## src/rtl/sap1_pkg.sv

```systemverilog
// Shared SAP-1 definitions: opcodes, one-hot T-states and control-word bit positions.
// Imported by the control sequencer and its ring counter.
package sap1_pkg;

   localparam logic [3:0] OP_LDA = 4'h0;
   localparam logic [3:0] OP_ADD = 4'h1;
   localparam logic [3:0] OP_SUB = 4'h2;
   localparam logic [3:0] OP_OUT = 4'hE;
   localparam logic [3:0] OP_HLT = 4'hF;

   typedef enum logic [5:0] {
      T1 = 6'b000001,
      T2 = 6'b000010,
      T3 = 6'b000100,
      T4 = 6'b001000,
      T5 = 6'b010000,
      T6 = 6'b100000
   } tstate_e;

   // Control word is laid out MSB-first as Cp Ep Lm CE Li Ei La Ea Su Eu Lb Lo.
   localparam int CW_WIDTH = 12;
   localparam int CW_CP    = 11;
   localparam int CW_EP    = 10;
   localparam int CW_LM    = 9;
   localparam int CW_CE    = 8;
   localparam int CW_LI    = 7;
   localparam int CW_EI    = 6;
   localparam int CW_LA    = 5;
   localparam int CW_EA    = 4;
   localparam int CW_SU    = 3;
   localparam int CW_EU    = 2;
   localparam int CW_LB    = 1;
   localparam int CW_LO    = 0;

   typedef logic [CW_WIDTH-1:0] ctrl_word_t;

   function automatic logic is_nop(input logic [3:0] op);
      return !(op inside {OP_LDA, OP_ADD, OP_SUB, OP_OUT, OP_HLT});
   endfunction

endpackage

```

## src/rtl/sap1_control_sequencer_if.sv

```systemverilog
// Bundle between the control sequencer and the SAP-1 datapath: opcode in, control word out.
// The sequencer takes the master side; the datapath model takes the slave side.
interface sap1_control_sequencer_if;
   logic [3:0] opCode;
   logic       Cp;
   logic       Ep;
   logic       Lm;
   logic       CE;
   logic       Li;
   logic       Ei;
   logic       La;
   logic       Ea;
   logic       Su;
   logic       Eu;
   logic       Lb;
   logic       Lo;
   logic       hlt;
   logic [5:0] tstate;

   modport master (
      input  opCode,
      output Cp, Ep, Lm, CE, Li, Ei, La, Ea, Su, Eu, Lb, Lo, hlt, tstate
   );

   modport slave (
      output opCode,
      input  Cp, Ep, Lm, CE, Li, Ei, La, Ea, Su, Eu, Lb, Lo, hlt, tstate
   );
endinterface

```

## src/rtl/sap1_ring_counter.sv

```systemverilog
// Six-state one-hot T-state ring, advancing on the falling clock edge.
// hold freezes the ring, early jumps back to T1; any non-one-hot value recovers to T1.
module sap1_ring_counter
   import sap1_pkg::*;
(
   input  logic    clk,
   input  logic    clr,
   input  logic    hold,
   input  logic    early,
   output tstate_e tstate
);

   tstate_e state_q;
   tstate_e state_d;
   logic    legal;

   // NOTE: every always_comb output gets a default first so no path leaves it unassigned (no latch).
   always_comb begin
      state_d = state_q;
      legal   = (state_q != 6'b0) && ((state_q & (state_q - 6'd1)) == 6'b0);
      if (!legal || early) begin
         state_d = T1;
      end else if (!hold) begin
         state_d = tstate_e'({state_q[4:0], state_q[5]});
      end
   end

   // NOTE: sequential state uses non-blocking assignments so all registers update together.
   always_ff @(negedge clk or posedge clr) begin
      if (clr) begin
         state_q <= T1;
      end else begin
         state_q <= state_d;
      end
   end

   assign tstate = state_q;

endmodule

```

## src/rtl/sap1_control_sequencer.sv

```systemverilog
// SAP-1 control sequencer: T-state ring plus microcode decode into the 12-bit control word.
// Outputs are combinational from T-state, opcode, halt and clr; state moves on negedge.
module sap1_control_sequencer
   import sap1_pkg::*;
#(
   parameter bit SHORT_CYCLE = 1'b0
)(
   input  logic                     clk,
   input  logic                     clr,
   sap1_control_sequencer_if.master bus
);

   tstate_e    tstate;
   logic       hlt_q;
   logic       halt_now;
   logic       hold;
   logic       early;
   ctrl_word_t cw;

   sap1_ring_counter u_ring (
      .clk    (clk),
      .clr    (clr),
      .hold   (hold),
      .early  (early),
      .tstate (tstate)
   );

   // Halt is decided in T4 so NOPs in short-cycle mode still pass through the check.
   always_comb begin
      halt_now = !hlt_q && (tstate == T4) && (bus.opCode == OP_HLT);
      hold     = hlt_q || halt_now;
      early    = 1'b0;
      if (SHORT_CYCLE && !hold) begin
         case (tstate)
            T4:      early = (bus.opCode == OP_OUT) || is_nop(bus.opCode);
            T5:      early = (bus.opCode == OP_LDA);
            default: early = 1'b0;
         endcase
      end
   end

   always_ff @(negedge clk or posedge clr) begin
      if (clr) begin
         hlt_q <= 1'b0;
      end else if (halt_now) begin
         hlt_q <= 1'b1;
      end
   end

   always_comb begin
      cw = '0;
      case (tstate)
         T1: begin
            cw[CW_EP] = 1'b1;
            cw[CW_LM] = 1'b1;
         end
         T2: cw[CW_CP] = 1'b1;
         T3: begin
            cw[CW_CE] = 1'b1;
            cw[CW_LI] = 1'b1;
         end
         T4: begin
            case (bus.opCode)
               OP_LDA, OP_ADD, OP_SUB: begin
                  cw[CW_EI] = 1'b1;
                  cw[CW_LM] = 1'b1;
               end
               OP_OUT: begin
                  cw[CW_EA] = 1'b1;
                  cw[CW_LO] = 1'b1;
               end
               default: cw = '0;
            endcase
         end
         T5: begin
            case (bus.opCode)
               OP_LDA: begin
                  cw[CW_CE] = 1'b1;
                  cw[CW_LA] = 1'b1;
               end
               OP_ADD, OP_SUB: begin
                  cw[CW_CE] = 1'b1;
                  cw[CW_LB] = 1'b1;
               end
               default: cw = '0;
            endcase
         end
         T6: begin
            if (bus.opCode == OP_ADD || bus.opCode == OP_SUB) begin
               cw[CW_EU] = 1'b1;
               cw[CW_LA] = 1'b1;
               cw[CW_SU] = (bus.opCode == OP_SUB);
            end
         end
         default: cw = '0;
      endcase
      // clr and halt mask everything so no partial load lands on the next posedge.
      if (clr || hlt_q) begin
         cw = '0;
      end
   end

   assign bus.Cp     = cw[CW_CP];
   assign bus.Ep     = cw[CW_EP];
   assign bus.Lm     = cw[CW_LM];
   assign bus.CE     = cw[CW_CE];
   assign bus.Li     = cw[CW_LI];
   assign bus.Ei     = cw[CW_EI];
   assign bus.La     = cw[CW_LA];
   assign bus.Ea     = cw[CW_EA];
   assign bus.Su     = cw[CW_SU];
   assign bus.Eu     = cw[CW_EU];
   assign bus.Lb     = cw[CW_LB];
   assign bus.Lo     = cw[CW_LO];
   assign bus.hlt    = hlt_q;
   assign bus.tstate = tstate;

   a_single_driver : assert property (@(posedge clk) disable iff (clr)
      $onehot0({bus.Ep, bus.CE, bus.Ei, bus.Ea, bus.Eu}));

   a_tstate_onehot : assert property (@(posedge clk) disable iff (clr)
      $onehot(tstate));

endmodule

```

## src/flat_wrapper.sv

```systemverilog
// flat-port wrapper written by rule: the top's interface ports become plain ports
module sap1_control_sequencer_flat import sap1_pkg::*;
#(
   parameter bit SHORT_CYCLE = 1'b0
)
  (clk, clr, bus_opCode, bus_Cp, bus_Ep, bus_Lm, bus_CE, bus_Li, bus_Ei, bus_La, bus_Ea, bus_Su, bus_Eu, bus_Lb, bus_Lo, bus_hlt, bus_tstate);
  sap1_control_sequencer_if bus_i ();
  input  logic clk;
  input  logic clr;
  input wire logic [$bits(bus_i.opCode)-1:0] bus_opCode;
  output wire logic [$bits(bus_i.Cp)-1:0] bus_Cp;
  output wire logic [$bits(bus_i.Ep)-1:0] bus_Ep;
  output wire logic [$bits(bus_i.Lm)-1:0] bus_Lm;
  output wire logic [$bits(bus_i.CE)-1:0] bus_CE;
  output wire logic [$bits(bus_i.Li)-1:0] bus_Li;
  output wire logic [$bits(bus_i.Ei)-1:0] bus_Ei;
  output wire logic [$bits(bus_i.La)-1:0] bus_La;
  output wire logic [$bits(bus_i.Ea)-1:0] bus_Ea;
  output wire logic [$bits(bus_i.Su)-1:0] bus_Su;
  output wire logic [$bits(bus_i.Eu)-1:0] bus_Eu;
  output wire logic [$bits(bus_i.Lb)-1:0] bus_Lb;
  output wire logic [$bits(bus_i.Lo)-1:0] bus_Lo;
  output wire logic [$bits(bus_i.hlt)-1:0] bus_hlt;
  output wire logic [$bits(bus_i.tstate)-1:0] bus_tstate;
  assign bus_i.opCode = bus_opCode;
  assign bus_Cp = bus_i.Cp;
  assign bus_Ep = bus_i.Ep;
  assign bus_Lm = bus_i.Lm;
  assign bus_CE = bus_i.CE;
  assign bus_Li = bus_i.Li;
  assign bus_Ei = bus_i.Ei;
  assign bus_La = bus_i.La;
  assign bus_Ea = bus_i.Ea;
  assign bus_Su = bus_i.Su;
  assign bus_Eu = bus_i.Eu;
  assign bus_Lb = bus_i.Lb;
  assign bus_Lo = bus_i.Lo;
  assign bus_hlt = bus_i.hlt;
  assign bus_tstate = bus_i.tstate;
  sap1_control_sequencer #(.SHORT_CYCLE(SHORT_CYCLE)) u_core (.clk(clk), .clr(clr), .bus(bus_i));
endmodule
```

## config.mk

```make
export PLATFORM = sky130hd
export DESIGN_NAME = sap1_control_sequencer_flat
export DESIGN_NICKNAME = d
export VERILOG_FILES = /design/src/rtl/sap1_pkg.sv /design/src/rtl/sap1_control_sequencer_if.sv /design/src/rtl/sap1_ring_counter.sv /design/src/rtl/sap1_control_sequencer.sv /design/src/flat_wrapper.sv
export SDC_FILE = /design/constraint.sdc
export NUM_CORES = 1
export LEC_CHECK = 0
export ABC_AREA = 1
export CORE_MARGIN = 1.5
export CORE_UTILIZATION = 45
export CTS_BUF_LIST = sky130_fd_sc_hd__clkbuf_8
export DETAILED_ROUTE_END_ITERATION = 10
export GPL_TIMING_DRIVEN = 0
export HOLD_SLACK_MARGIN = 0.08
export PLACE_DENSITY = 0.9
export SLEW_MARGIN = 20
export SYNTH_ARGS = -nofsm -noshare
export SYNTH_HDL_FRONTEND = slang
export SYNTH_HIERARCHICAL = 1
export SYNTH_SLANG_ARGS = --single-unit
```

## constraint.sdc

```tcl
create_clock -name clk -period 1.9 [get_ports clk]
set_clock_uncertainty 0.05 [all_clocks]
set_input_delay 0.19 -clock clk [delete_from_list [all_inputs] [get_ports clk]]
set_output_delay 0.19 -clock clk [all_outputs]
set_load 0.005 [all_outputs]
```

==> results of run 1 <==
kinds of logic after synthesis:
logic type	Yosys count	share of synthesized area [%]
compound gates	10	8.067
simple gates	67	51.78
buf+inv	23	13.13
flops	7	26.45
other cells	1	0.5623
what timing repair did:
action	in CTS
resized for setup	132
endpoints found under the hold margin	0
pin swaps	19
setup endpoints to repair	25
buffers inserted	34
per-stage QoR:
step	cells	utilization [%]	hold WS [ps]
floorplan	108	-	438.6
global placement	147	69.42	459.7
detailed placement	147	69.42	474.8
CTS	184	95.12	564.7
==> results.toml, run 1 <==
[status]
status = "stopped before the end"
haltStage = "5_1_grt"
firstError = "[ERROR DPL-0038] Utilization greater than 100%, impossible to legalize"

[placement]
postPlaceCellArea_um2 = 925.9
pre_cts_slack_ps = -968.0
dpl.hpwl_mm = 1.249
gp_congestion = 0.8194
port_buffers = 24

[synth]
async_flop_share_pct = 100.0
synth_area_leaders = "dfrtn_1 23%, nand2_1 12%, inv_1 11%"
synth_cells = 108
ys_seq_area_share_pct = 26.45
synthFlopType = "dfrtn_1"
syn_nets = 114
yosysTopAreaCellShare_pct = 22.51
synthTopCellsByCount = "22 x nand2_1, 20 x inv_1, 15 x nor2_1"
synth_edf_count = 0
synth.largest_area_cell = "dfrtn_1"
yosysWarnings = 6
syn_area_um2 = 666.9
ys_seq_elements = 7
synth_most_common_cell = "nand2_1"
yosysUniqueCellTypes = 19
syn_avg_cell_area_um2 = 6.175

[die]
row_count = 13
die_w_um = 41.50
pin_count = 25
start_util_pct = 50.00
die_h_um = 41.50

[sta]
worst_path_end_type = "top-level output"
grt-worst-endpoint = "bus_Lm"

[clock_network]
cts_buffer_depth = 2
cts_hold_buf = 0
cts_inserted_buffers = 3
cts_sinks = 7
htreeDepth = 1
cts_root_buffer = "clkbuf_8"

[global_route]
grt_max_degree = 9
==> run 2: changes to the inputs <==
--- a/config.mk
+++ b/config.mk
@@ -6,13 +6,11 @@
 export NUM_CORES = 1
 export LEC_CHECK = 0
 export ABC_AREA = 1
-export CORE_MARGIN = 1.5
-export CORE_UTILIZATION = 45
-export CTS_BUF_LIST = sky130_fd_sc_hd__clkbuf_8
+export CORE_AREA = 2 2 63 65
 export DETAILED_ROUTE_END_ITERATION = 10
+export DIE_AREA = 0 0 65 67
 export GPL_TIMING_DRIVEN = 0
-export HOLD_SLACK_MARGIN = 0.08
-export PLACE_DENSITY = 0.9
+export PLACE_DENSITY_LB_ADDON = 0.15
 export SLEW_MARGIN = 20
 export SYNTH_ARGS = -nofsm -noshare
 export SYNTH_HDL_FRONTEND = slang
==> run 2 against run 1 <==
The flow now finishes, with violations (setup timing); synthesized area is the same; synthesized cell count is the same.
==> results.toml, run 2 <==
[status]
status = "finished with violations"
violations = "setup timing"

[route]
drt-total-wl_mm = 2.541
wl_per_cell_um = 11.60
remaining_drc_errors = 0
vias = 906
drt-initial-drc-count = 24
drtAntennaViolNets = 0
via_per_inst = 4.137
firstDrtPassIters = 4

[cells_and_area]
largest_reg_flops = 6
final_nets = 178
fin_area_mm2 = 0.001484
layout_commonest_cell = "buf_6"
drive_above_1_share_pct = 66.08
diodes = 0
seqCellArea_um2 = 176.4
multi_input_area_um2 = 574.3
layout_common_cells = "27 x buf_6, 20 x nand2_1, 15 x buf_4, 14 x inv_1"
fin_cells = 219
fin_util_pct = 41.15
fillers = 394
syn_to_final_growth_pct = 122.5

[synth]
yosysWarnings = 6
syn_area_um2 = 666.9
synth_most_common_cell = "nand2_1"
synth_edf_count = 0
async_flop_share_pct = 100.0
ys_seq_elements = 7
ys_seq_area_share_pct = 26.45
yosysUniqueCellTypes = 19
synth_cells = 108
synthFlopType = "dfrtn_1"
syn_avg_cell_area_um2 = 6.175
synth_area_leaders = "dfrtn_1 23%, nand2_1 12%, inv_1 11%"
syn_nets = 114
synthTopCellsByCount = "22 x nand2_1, 20 x inv_1, 15 x nor2_1"
yosysTopAreaCellShare_pct = 22.51
synth.largest_area_cell = "dfrtn_1"

[global_route]
grt_max_degree = 8
grt_pass1_wl_mm = 3.905
grt_use_total_pct = 11.86
antenna_found_initial = 0
overflow = 0
grt_pass1_vias = 910

[setup_path]
startpoint_type = "register"
path_common_cell = "nor2_4"
r2r-start = "u_core/u_ring/tstate[4]"
end_kind = "output port"
worst_ep_arrival_time_ps = 2360
crit_buf_inv = 2
cp_max_fo = 3
path_cells = "nor2_4, nand2_4, buf_6, nor2_4, nand2_2, nor2_2, buf_2"
cp-startpoint = "u_core/u_ring/tstate[0]"
crit_family = "simple AND/OR/NAND/NOR gates"
critical_path_required_ps = 1660
cp_slowest_cell = "dfstp_2"
path_class = "reg2out"
max_stage_delay_ps = 380

[die]
die_h_um = 67
core_mm2 = 0.003606
start_util_pct = 18.49
die_w_um = 65
pin_count = 25
row_count = 22
die_area_mm2 = 0.004355

[clock_network]
cts_tree = "yes"
clkTransAtPathRegs_ps = 30
htreeDepth = 1
cts_inserted_buffers = 3
cts_root_buffer = "clkbuf_8"
cts_sinks = 7
worstSkewPairLatency_ps = 290
cts_buffer_depth = 2

[hold_path]
worst_hold_startpoint = "u_core/bus.hlt"
hold_class = "reg2reg"

[pwr]
p_per_area_mw_per_mm2 = 272.1
power.leakage_nw = 0.6959
ir_worst_vdd_mv = 0.2256

[sta]
fin_setup_tns_ps = -10040
rsz0062_at_grt = "true"
drv_slew = 0
fin_ws_ps = -703.1
whs_ps = 492.5
setup_viol = 23
hold_violations = 0

[run]
drv_cap = 0

[placement]
dpl.hpwl_mm = 1.472
dp_cells = 180
port_buffers = 24
gp_congestion = 0.7626
postPlaceCellArea_um2 = 967.2
run 2: power breakdown:
group          leakage (nW)  internal [W]  switching [W]
logic                 0.579     0.0000158      0.0000187
registers            0.0892      0.000151              0
clock network        0.0281      0.000148      0.0000704
total                 0.696      0.000315      0.0000891
run 2: routing by layer:
layer / part of all wire [%] / GRT usage [%] / routed length (um) / vias up
li1: - / - / - / 458
met1: 40 / 12.30 / 1004 / 421
met2: 55 / 23.45 / 1403 / 25
met3: 4.9 / 2.365 / 125 / 2
met4: 0.35 / 3.989 / 9 / 0
met5: 0 / 0 / 0 / -
run 2: cell type report:
cell class / count / share of cell area, %
Buffer: 1 / 0.7589
Multi-Input combinational cell: 78 / 38.70
Timing Repair Buffer: 59 / 36.00
Clock buffer: 4 / 3.035
Clock inverter: 1 / 0.2530
Inverter: 21 / 5.312
Tap cell: 48 / 4.047
Sequential cell: 7 / 11.89
run 2: logic make-up (layout without fill, tap and decap cells):
group | Yosys count | after routing | synth area share (%)
and+or+nand+nor | 67 | 67 | 51.78
buffers and inverters | 23 | 86 | 13.13
DFF | 7 | 7 | 26.45
other | 1 | 1 | 0.5623
AOI/OAI and AO/OA | 10 | 10 | 8.067
run 2: what timing repair did:
| item | in CTS | in global routing |
|---|---|---|
| resized for setup | 132 | 37 |
| pin swaps | 15 | 22 |
| endpoints found under the setup margin | 25 | 24 |
| setup buffers | 30 | 6 |
| hold buffers | 0 | 0 |
run 2: worst paths after layout:
check / to / depth (start not counted) / slack, ps
worst max-delay path: bus_Lb / 7 / -700
worst min-delay path: u_core/bus.hlt / 2 / 490
worst max register to register: u_core/u_ring/tstate[1] / 10 / 100
worst min register to register: u_core/bus.hlt / 2 / 490
max in group asynchronous: u_core/u_ring/tstate[0] / 2 / 380
min in group asynchronous: u_core/bus.hlt / 2 / 990
run 2: stage by stage:
stage | power [W] | setup WS [ps]
floorplan | 0.0001707 | -250.5
global placement | 0.0001881 | -967.3
detailed placement | 0.0001881 | -1028
CTS | 0.0004021 | -709.8
global route | 0.0004254 | -810.3
finish | 0.0004038 | -703.1
run 2: worst reg2reg max path, delay by kind of cell (launching register included):
family | cells | cell delay (ps)
AO/OA/AOI/OAI | 2 | 280
buffers and inverters | 4 | 590
flip-flops | 1 | 360
AND/OR/NAND/NOR | 4 | 360
No activity file was read; power rests on OpenSTA's default activity.
